### src/rtl/mult_pkg.sv
// Shared constants and FSM state encoding for the sequential shift-add multiplier.
package mult_pkg;

    localparam int WIDTH = 32;
    localparam int CNT_W = $clog2(WIDTH) + 1;

    typedef enum logic [1:0] {
        IDLE = 2'd0,
        RUN  = 2'd1,
        FIX  = 2'd2
    } state_e;

endpackage

### src/rtl/seq_multiplier_if.sv
// Operand/result bundle between the pipeline core (master) and the multiplier (slave).
interface seq_multiplier_if;
    import mult_pkg::*;

    logic                 start;
    logic                 is_signed;
    logic [WIDTH-1:0]     a;
    logic [WIDTH-1:0]     b;
    logic [2*WIDTH-1:0]   s;
    logic                 mult_active;

    modport master (
        output start, is_signed, a, b,
        input  s, mult_active
    );

    modport slave (
        input  start, is_signed, a, b,
        output s, mult_active
    );

endinterface

### src/rtl/seq_multiplier.sv
// Multi-cycle WIDTHxWIDTH -> 2*WIDTH shift-add multiplier, one multiplier bit per clock.
// Optional MULT_SIGNED_EN adds two's-complement support (magnitude multiply + final negate).
module seq_multiplier
    import mult_pkg::*;
(
    input  logic             clk,
    input  logic             reset,
    seq_multiplier_if.slave  bus
);

`ifdef MULT_SIGNED_EN
    // |v| as an unsigned magnitude; the most negative value maps onto 2^(WIDTH-1).
    function automatic logic [WIDTH-1:0] magnitude(input logic signed [WIDTH-1:0] v);
        logic signed [WIDTH-1:0] neg_v;
        neg_v = -v;
        return v[WIDTH-1] ? WIDTH'(neg_v) : WIDTH'(v);
    endfunction
`endif

    state_e               state_q,  state_d;
    logic [CNT_W-1:0]     cnt_q,    cnt_d;
    logic [WIDTH-1:0]     mcand_q,  mcand_d;
    logic [WIDTH-1:0]     mplr_q,   mplr_d;
    logic [2*WIDTH-1:0]   acc_q,    acc_d;
    logic [2*WIDTH-1:0]   s_q,      s_d;
    logic                 active_q, active_d;
    logic [WIDTH:0]       sum;

`ifdef MULT_SIGNED_EN
    logic                 neg_q,    neg_d;
`else
    logic                 unused_is_signed;
    assign unused_is_signed = bus.is_signed;
`endif

    always_comb begin
        state_d = state_q;
        cnt_d   = cnt_q;
        mcand_d = mcand_q;
        mplr_d  = mplr_q;
        acc_d   = acc_q;
        s_d     = s_q;
`ifdef MULT_SIGNED_EN
        neg_d   = neg_q;
`endif
        // Upper half of the accumulator plus the multiplicand, carry kept in bit WIDTH.
        sum = {1'b0, acc_q[2*WIDTH-1:WIDTH]} + (mplr_q[0] ? {1'b0, mcand_q} : '0);

        unique case (state_q)
            IDLE: begin
                if (bus.start) begin
                    state_d = RUN;
                    cnt_d   = '0;
                    acc_d   = '0;
`ifdef MULT_SIGNED_EN
                    if (bus.is_signed) begin
                        mcand_d = magnitude(bus.a);
                        mplr_d  = magnitude(bus.b);
                        neg_d   = bus.a[WIDTH-1] ^ bus.b[WIDTH-1];
                    end else begin
                        mcand_d = bus.a;
                        mplr_d  = bus.b;
                        neg_d   = 1'b0;
                    end
`else
                    mcand_d = bus.a;
                    mplr_d  = bus.b;
`endif
                end
            end
            RUN: begin
                acc_d  = {sum, acc_q[WIDTH-1:1]};
                mplr_d = mplr_q >> 1;
                cnt_d  = cnt_q + 1'b1;
                if (cnt_q == CNT_W'(WIDTH - 1)) begin
                    state_d = FIX;
                end
            end
            FIX: begin
`ifdef MULT_SIGNED_EN
                s_d = neg_q ? -acc_q : acc_q;
`else
                s_d = acc_q;
`endif
                state_d = IDLE;
            end
            default: begin
                state_d = IDLE;
            end
        endcase

        active_d = (state_d != IDLE);
    end

    always_ff @(posedge clk) begin
        if (reset) begin
            state_q  <= IDLE;
            cnt_q    <= '0;
            mcand_q  <= '0;
            mplr_q   <= '0;
            acc_q    <= '0;
            s_q      <= '0;
            active_q <= 1'b0;
`ifdef MULT_SIGNED_EN
            neg_q    <= 1'b0;
`endif
        end else begin
            state_q  <= state_d;
            cnt_q    <= cnt_d;
            mcand_q  <= mcand_d;
            mplr_q   <= mplr_d;
            acc_q    <= acc_d;
            s_q      <= s_d;
            active_q <= active_d;
`ifdef MULT_SIGNED_EN
            neg_q    <= neg_d;
`endif
        end
    end

    assign bus.s           = s_q;
    assign bus.mult_active = active_q;

endmodule

### src/flat_wrapper.sv
// flat-port wrapper written by rule: the top's interface ports become plain ports
module seq_multiplier_flat import mult_pkg::*;
  (clk, reset, bus_start, bus_is_signed, bus_a, bus_b, bus_s, bus_mult_active);
  seq_multiplier_if bus_i ();
  input  logic clk;
  input  logic reset;
  input wire logic [$bits(bus_i.start)-1:0] bus_start;
  input wire logic [$bits(bus_i.is_signed)-1:0] bus_is_signed;
  input wire logic [$bits(bus_i.a)-1:0] bus_a;
  input wire logic [$bits(bus_i.b)-1:0] bus_b;
  output wire logic [$bits(bus_i.s)-1:0] bus_s;
  output wire logic [$bits(bus_i.mult_active)-1:0] bus_mult_active;
  assign bus_i.start = bus_start;
  assign bus_i.is_signed = bus_is_signed;
  assign bus_i.a = bus_a;
  assign bus_i.b = bus_b;
  assign bus_s = bus_i.s;
  assign bus_mult_active = bus_i.mult_active;
  seq_multiplier u_core (.clk(clk), .reset(reset), .bus(bus_i));
endmodule
### config.mk
export PLATFORM = sky130hd
export DESIGN_NAME = seq_multiplier_flat
export DESIGN_NICKNAME = d
export VERILOG_FILES = /design/src/rtl/mult_pkg.sv /design/src/rtl/seq_multiplier_if.sv /design/src/rtl/seq_multiplier.sv /design/src/flat_wrapper.sv
export SDC_FILE = /design/constraint.sdc
export NUM_CORES = 1
export LEC_CHECK = 0
export ABC_AREA = 1
export CELL_PAD_IN_SITES_DETAIL_PLACEMENT = 1
export CELL_PAD_IN_SITES_GLOBAL_PLACEMENT = 2
export CORE_MARGIN = 2
export CORE_UTILIZATION = 25
export DETAILED_ROUTE_END_ITERATION = 8
export GPL_ROUTABILITY_DRIVEN = 0
export PLACE_DENSITY_LB_ADDON = 0.1
export RECOVER_POWER = 25
export SLEW_MARGIN = 5
export SYNTH_ARGS = -nofsm -noshare
export SYNTH_HDL_FRONTEND = slang
export SYNTH_SLANG_ARGS = --single-unit
### constraint.sdc
create_clock -name clk -period 2.68 [get_ports clk]
set_clock_uncertainty 0.05 [all_clocks]
set_input_delay 0.536 -clock clk [delete_from_list [all_inputs] [get_ports clk]]
set_output_delay 0.536 -clock clk [all_outputs]
set_load 0.03 [all_outputs]
* Yosys cells after proc, flatten, opt, wreduce, memory -nomap -nowiden
Cells that the tools add are included.
Word-level totals: word-level logic and storage cells 28, bits in latches 0, memories kept 0, memory bits (read-only) 0, register bits after elaboration 201, RAM bits 0
Operators by class: add/sub/neg operators 2, div/mod/pow operators 0, reduce and logical (&&, ||, !) cells 5, magnitude comparators 0, multipliers 0, shift operators 0, equal/unequal tests 4, muxes and demuxes 10, bitwise gates (word level) 0
Operators by type and width (number):
- $pmux 64 s2 | 1
- $mux 32 | 2
- $mux 64 | 1
- $pmux 32 s2 | 1
- $add 32x33->33 | 1
- $pmux 6 s2 | 1
- $add 6x1->6 const B | 1
- $eq 6x5->1 const B | 1
- $mux 6 | 1
- $mux 2 | 2
- $pmux 2 s2 | 1
- $reduce_and 2->1 | 2
- $reduce_bool 2->1 | 2
- $eq 2x1->1 const B | 1
- $eq 2x2->1 const B | 1
- $logic_not 2->1 | 1
- $ne 2x2->1 const B | 1

* Logic depth before layout (Yosys ltp)
Gate-level depths: netlist of run 1.
depth in word-level cells 4, depth in mapped cells 18, gate-level depth less buffers 16

* Worst setup path before layout of run 1
No wires, ideal clock.
path kind reg2reg, start register u_core.mplr_q[0], end register u_core.acc_q[47], buffers on the path 1, arrival 1.913 ns, setup time 0.132 ns, stages on the path, launching flop included 17, slack 0.584 ns, cells stage by stage dfxtp_1 -> clkbuf_1 -> nand2_1 -> inv_1 -> ha_1 -> inv_1 -> fa_1 -> inv_1 -> nand3_1 -> nand3_1 -> nand2_1 -> nand2_1 -> inv_1 -> o21ai_0 -> nand2_1 -> nand3_1 -> a21oi_1
Between the ends: longest elaborated chain between the ends 3
Ends and longest elaborated chain:
- from (decl) | line seq_multiplier.sv:23 | logic [WIDTH-1:0] mplr_q, mplr_d;
- from (signal assigned) | line seq_multiplier.sv:111 | mplr_q <= mplr_d;
- $mux 32 | line seq_multiplier.sv:47 | sum = {1'b0, acc_q[2*WIDTH-1:WIDTH]} + (mplr_q[0] ? {1'b0, mcand_q} : '0);
- $add 32x33->33 | line seq_multiplier.sv:47
- $pmux 64 s2 | line seq_multiplier.sv:49 | unique case (state_q)
- to (signal assigned) | line seq_multiplier.sv:101 | acc_q <= '0;
- to (signal assigned) | line seq_multiplier.sv:112 | acc_q <= acc_d;
- to (decl) | line seq_multiplier.sv:24 | logic [2*WIDTH-1:0] acc_q, acc_d;
Every way passes these cells. A chain may end at the register's enable or synchronous reset.

* Worst setup path after layout of run 1
start register u_core.mplr_q[0], end register u_core.acc_q[59]
Same word-level chain as after synthesis.

==> impl_metrics.yaml, run 1 <==
cts:
  clk_pin_slew_ns: 0.06
  cts_root_buf: "clkbuf_16"
  htree_levels: 1
  cts_setup_buffers: 0
  cts_tree: "done"
  cts-buffers-inserted: 26
  worstSkewPairLatency_ns: 0.56
  clockBufferDepth: 3
  cts_sinks: 201
placed_design:
  dpl.cell_count: 2038
  io_buffers: 131
  dp_hpwl_mm: 24.10
grt:
  grt_pass1_vias: 9783
  grt_max_degree: 96
  grt_pass1_wl_mm: 53.48
  grt_overflow: 0
  antenna_found_initial: 2
  track_usage_pct: 16.21
finish:
  layout-drive-gt1-share_pct: 6.615
  nFillCells: 4849
  final_cells: 2083
  fin_nets: 1643
  areaGrowthSynthToFinish_pct: 26.95
setup_path:
  crit_chain: "buf_4 > buf_4 > nand2_1 > inv_1 > ha_1 > nand2_1 > inv_1 > a21oi_1 > nand3_1 > nand2_1 > nand2_1 > nand2_1 > nand3_1 > a21oi_1"
  cp_max_fo: 9
  worst_setup_path_end_kind: "flop"
  cpLargestDelayFamily: "simple AND/OR/NAND/NOR gates"
  critPathLaunchType: "flop"
  crit_buf_inv: 4
  arrival_ns: 2.87
  max_stage_delay_ns: 0.34
  path_class: "flop to flop"
  cp_slowest_cell: "dfxtp_1"
  critPathMostFrequentCell: "nand2_1"
  cp.required_ns: 3.12
route:
  drtAntennaViolNets: 0
  wirelength_mm: 32.93
  first_pass_iters: 4
  drt-wirelength-per-cell_um: 15.81
  drc: 0
  vias_per_cell: 4.453
  first_iter_violations: 287
  via_count: 9276
synth:
  synth-xor-area-share_pct: 0
  syn_avg_cell_area_sq_um: 6.972
  syn-num-nets: 1533
  synth_top_family_by_area: "simple AND/OR/NAND/NOR gates"
  syn_area_sq_um: 9977
  synth_edf_count: 0
  async_flop_share_pct: 0
  syn_inst: 1431
  synth_compound_area_share_pct: 19.25
  synth.yosys.warnings: 0
  ys_ff_latch: 201
  synth-simple-area-share_pct: 24.76
  ys_types: 33
  synth_ff_type: "dfxtp_1"
  synth_mux_area_share_pct: 0
  synth_fa_ha_area_share_pct: 4.339
  yosysSeqAreaShare_pct: 40.33
power:
  p_leak_nw: 5.851
  power_density_nw_per_um2: 560.3
  clockPowerShare_pct: 47.7
  pwr-share-comb_pct: 8.4
  pwr-share-seq_pct: 44.0
  power_switching_w: 0.001787
  switching_share_pct: 25.19
  intPower_w: 0.005309
  ir_drop_mv: 0.3953
floorplanning:
  core_area_sq_um: 39550
  fp.dieW_um: 203.8
  start_util_pct: 25.23
  pin_count: 133
  die-area_sq_um: 41520
  std_cell_rows: 73
  die_h_um: 203.8
timing:
  max_slew_margin_pct: 5.361
  rsz0062_at_grt: "no"
  min_period_ns: 2.434
  max_freq_mhz: 410.8
  fin_setup_tns_ns: 0
  setup_viol: 0
  finalHoldViolCount: 0
  drv_slew: 0
  tightest_slew_ns: 1.420
  fin_crit_sh_pct: 90.83
run:
  max_cap_viol_count: 0
outcome:
  status: "finished, final reports clean"
hold_path:
  hold_class: "input port to flop"
## logic make-up after synthesis
logic type / Yosys count
AO/OA/AOI/OAI: 292
adder cells (fa/ha/maj): 34
buffers and inverters: 283
flip-flops: 201
AND/OR/NAND/NOR: 621
## per-layer routing
layer / vias up / global-route usage (%) / part of all wire, %
li1: 4783 / - / -
met1: 4357 / 21.76 / 49
met2: 101 / 26.94 / 46
met3: 33 / 2.972 / 3.8
met4: 2 / 3.676 / 1.7
met5: - / 0 / 0.039
## area by class of cell
type	count	area, sq um	area share [%]
clock buffers	36	738.2	5.828
flip-flops and latches	201	4024	31.77
repair buffers	149	1529	12.07
diodes	1	2.502	0.01976
clock inverters	8	78.83	0.6223
inverters	216	812.0	6.411
multi-input cells	947	4825	38.09
well taps	525	656.9	5.186
## cell usage in the layout, fill, tap and decap left out, types with 2 or more instances in the layout
cell / count
clkbuf_16: 26
nor2_2: 2
inv_2: 4
clkdlybuf4s50_1: 130
nand2_1: 370
o32ai_2: 29
inv_1: 211
a32o_1: 3
a31oi_1: 5
a21oi_1: 101
a211oi_1: 2
ha_1: 33
nand3_2: 2
nor3_1: 6
o21bai_1: 3
nand3_1: 47
buf_12: 7
nand3b_1: 4
a221oi_2: 2
nand2_2: 2
nor2_1: 181
clkbuf_8: 5
a21o_1: 2
a22oi_1: 26
clkinv_2: 6
clkbuf_1: 6
o21ai_0: 117
dfxtp_1: 201
nand4_1: 3
buf_4: 9
## power groups by stage
stage / logic (W) / registers, W / clock network (W)
2_1_floorplan: 0.000364 / 0.00317 / 0
3_3_place_gp: 0.000615 / 0.00318 / 0
3_5_place_dp: 0.000622 / 0.00318 / 0
4_1_cts: 0.000623 / 0.00312 / 0.00352
5_1_grt: 0.000673 / 0.00313 / 0.00365
6_report: 0.000593 / 0.00312 / 0.00338
## sequential cells by signal (all words and copies together), names as in the netlist
signal / cells
u_core.acc_q: 64
u_core.bus.s: 64
u_core.mcand_q: 32
u_core.mplr_q: 32
u_core.cnt_q: 6
u_core.state_q: 2
u_core.bus.mult_active: 1
## synthesized netlist by cell type, types with 3 or more instances
master	instances	area share (%)
a21oi_1	101	5.1
a22oi_1	26	2.0
a31oi_1	5	0.31
a32o_1	3	0.30
buf_1	4	0.15
buf_2	21	1.1
buf_4	5	0.38
buf_6	3	0.34
clkbuf_1	34	1.3
dfxtp_1	201	40
ha_1	33	4.1
inv_1	211	7.9
inv_2	5	0.19
nand2_1	372	14
nand3_1	48	2.4
nand3b_1	4	0.30
nand4_1	3	0.19
nor2_1	181	6.8
nor3_1	6	0.30
o21ai_0	117	5.9
o21bai_1	3	0.23
o32ai_2	29	4.7
## worst reg2reg max path, cell delays in order (launching register included)
cell and delay, ns:
dfxtp_1 0.34, buf_4 0.18, buf_4 0.16, nand2_1 0.06
inv_1 0.04, ha_1 0.33, nand2_1 0.14, inv_1 0.06
a21oi_1 0.23, nand3_1 0.30, nand2_1 0.17, nand2_1 0.07
nand2_1 0.06, nand3_1 0.07, a21oi_1 0.13
## final timing paths
kind / startpoint / slack (ns) / to / cells after the start
worst max register to register: u_core.mplr_q[0]$_SDFFE_PP0P_ / 0.25 / u_core.acc_q[59]$_SDFFE_PP0P_ / 14
worst min register to register: u_core.mplr_q[31]$_SDFFE_PP0P_ / 0.42 / u_core.mplr_q[31]$_SDFFE_PP0P_ / 2
worst max-delay path: u_core.mplr_q[0]$_SDFFE_PP0P_ / 0.25 / u_core.acc_q[59]$_SDFFE_PP0P_ / 14
worst min-delay path: reset / 0.36 / u_core.acc_q[33]$_SDFFE_PP0P_ / 2
## what timing repair did
action,4_1_cts,5_1_grt
resized for setup,0,4
hold buffers,0,0
hold endpoints to repair,0,0
endpoints found under the setup margin,0,5
## per-stage QoR
stage	total power, W	util (%)	hold WS (ns)	area (sq um)	worst slack (ns)
finish	0.007096	32.03	0.3606	12670	0.2458
detailed placement	0.003806	30.00	0.4093	11870	0.1734
floorplan	0.003536	-	0.3871	9977	0.5845
global placement	0.003799	30.00	0.4025	11870	0.2110
global route	0.007449	32.02	0.3738	12660	0.002894
CTS	0.007263	32.07	0.3402	12680	0.1544
Note: power is estimated with default switching activity, not from simulation.
==> run 2: changes to the inputs <==
CORE_MARGIN = unset   (was 2)
SKIP_CTS_REPAIR_TIMING = 1   (was unset)
==> run 2 against run 1 <==
Compared with the run above:
- worst setup slack improved by 0.032 ns
- via count increased by 0.60%
- clock-buffer cell count unchanged
- non-clock buffer count increased by 16
- highest routed layer is now met4
==> impl_metrics.yaml, run 2 (synthesized netlist as in run 1, its figures left out) <==
finish:
  layout-drive-gt1-share_pct: 7.614
  fin_nets: 1659
  layout_common_cells: "nand2_1 (372), inv_1 (213), dfxtp_1 (201)"
  fin_area_sq_um: 12830
  final_util_pct: 32.90
  final_common_cell: "nand2_1"
  areaGrowthSynthToFinish_pct: 28.63
  antenna_cells: 0
  final_cells: 2094
floorplanning:
  die_h_um: 201.8
  core_area_sq_um: 39010
  pin_count: 133
  std_cell_rows: 72
  fp.dieW_um: 201.8
  start_util_pct: 25.58
  die-area_sq_um: 40710
route:
  first_pass_iters: 4
  first_iter_violations: 314
  via_count: 9332
  wirelength_mm: 32.87
  drtAntennaViolNets: 0
  drc: 0
  drt-wirelength-per-cell_um: 15.70
  vias_per_cell: 4.457
cts:
  worstSkewPairLatency_ns: 0.57
  htree_levels: 1
  cts_sinks: 201
  cts_tree: "done"
  clockBufferDepth: 3
  clk_pin_slew_ns: 0.06
  cts-buffers-inserted: 26
  cts_root_buf: "clkbuf_16"
power:
  ir_drop_mv: 0.4065
  power_density_nw_per_um2: 571.7
  p_leak_nw: 5.966
grt:
  track_usage_pct: 16.45
  grt_pass1_wl_mm: 53.31
  grt_max_degree: 96
  grt_pass1_vias: 9738
  grt_overflow: 0
  antenna_found_initial: 0
setup_path:
  crit_chain: "inv_1 > nand3_1 > inv_1 > nor2_4 > clkbuf_4 > buf_12 > nand2_1 > a21oi_1"
  max_stage_delay_ns: 0.64
  path_depth: 8
  cp_slowest_cell: "clkbuf_4"
  cp.required_ns: 3.12
  r2r-end: "u_core.acc_q[58]$_SDFFE_PP0P_"
  worst_r2r_path_depth: 8
  worst_setup_path_end_kind: "flop"
  crit_buf_inv: 4
  critPathMostFrequentCell: "inv_1"
  path_class: "flop to flop"
  arrival_ns: 2.84
  r2r-start: "u_core.state_q[1]$_SDFF_PP0_"
  cpLargestDelayFamily: "buffers and inverters"
  critPathLaunchType: "flop"
  cp_max_fo: 46
  r2r_setup_slack_ns: 0.28
timing:
  fin_crit_sh_pct: 89.62
  max_slew_margin_pct: 30.83
  drv_slew: 0
  finalHoldViolCount: 0
  rsz0062_at_grt: "no"
  min_period_ns: 2.402
  tightest_slew_ns: 1.038
  setup_viol: 0
  max_freq_mhz: 416.4
  fin_setup_tns_ns: 0
hold_path:
  whs_endpoint: "u_core.mplr_q[8]$_SDFFE_PP0P_"
  whs_path_depth: 2
  hold_class: "input port to flop"
  min_from: "reset"
placed_design:
  io_buffers: 131
  dpl_cell_area_sq_um: 11960
  dp_hpwl_mm: 23.92
  dpl.cell_count: 2047
outcome:
  status: "finished, final reports clean"
run:
  max_cap_viol_count: 0
-- run 2: cell count changes in the layout (fill, tap and decap cells not counted), sizes merged --
| cell | before | now |
|---|---|---|
| clkbuf | 37 | 40 |
| buf | 18 | 31 |
| bufinv | 1 | 2 |
| clkinv | 7 | 9 |
| diode | 1 | 0 |
-- run 2: power breakdown --
group,switching (W),total (W),internal (W)
Combinational,0.000360,0.000588,0.000228
Clock,0.00143,0.00363,0.00219
Sequential,0.0000491,0.00312,0.00307
-- run 2: worst register-to-register path, cell delays in order (launching register included) --
cell and delay, ns:
dfxtp_1 0.44, inv_1 0.12, nand3_1 0.11, inv_1 0.12, nor2_4 0.38, clkbuf_4 0.65, buf_12 0.25, nand2_1 0.06
a21oi_1 0.14
-- run 2: metal layers --
metal	vias to the layer above	routed length [um]	track usage, %	part of all wire [%]
met5	-	0	0	0
met4	0	597	3.544	1.8
met3	34	1181	3.031	3.6
met2	100	15170	27.45	46
met1	4385	15920	21.99	48
li1	4813	-	-	-
-- run 2: worst max path at each step --
stage | startpoint | end
finish | u_core.state_q[1]$_SDFF_PP0_ | u_core.acc_q[58]$_SDFFE_PP0P_
global route | u_core.mplr_q[0]$_SDFFE_PP0P_ | u_core.acc_q[58]$_SDFFE_PP0P_
CTS | u_core.mplr_q[0]$_SDFFE_PP0P_ | u_core.acc_q[59]$_SDFFE_PP0P_
detailed placement | u_core.mplr_q[0]$_SDFFE_PP0P_ | u_core.acc_q[59]$_SDFFE_PP0P_
global placement | u_core.mplr_q[0]$_SDFFE_PP0P_ | u_core.acc_q[59]$_SDFFE_PP0P_
floorplan | u_core.mplr_q[0]$_SDFFE_PP0P_ | u_core.acc_q[47]$_SDFFE_PP0P_
-- run 2: through the flow --
step | power, W | hold WS [ns] | setup WS, ns
floorplan | 0.003536 | 0.3871 | 0.5845
global placement | 0.003795 | 0.4034 | 0.2512
detailed placement | 0.003804 | 0.4114 | 0.2400
CTS | 0.007517 | 0.1759 | 0.2400
global route | 0.007698 | 0.1985 | 0.05806
finish | 0.007337 | 0.2090 | 0.2783
-- run 2: final cells by class --
type	count	area [sq um]
clock inverter	11	132.6
timing repair buffer	165	1634
clock buffer	36	768.2
multi-input combinational	947	4815
tap	518	648.1
fill	4781	26170
inverter	216	812.0
sequential	201	4024
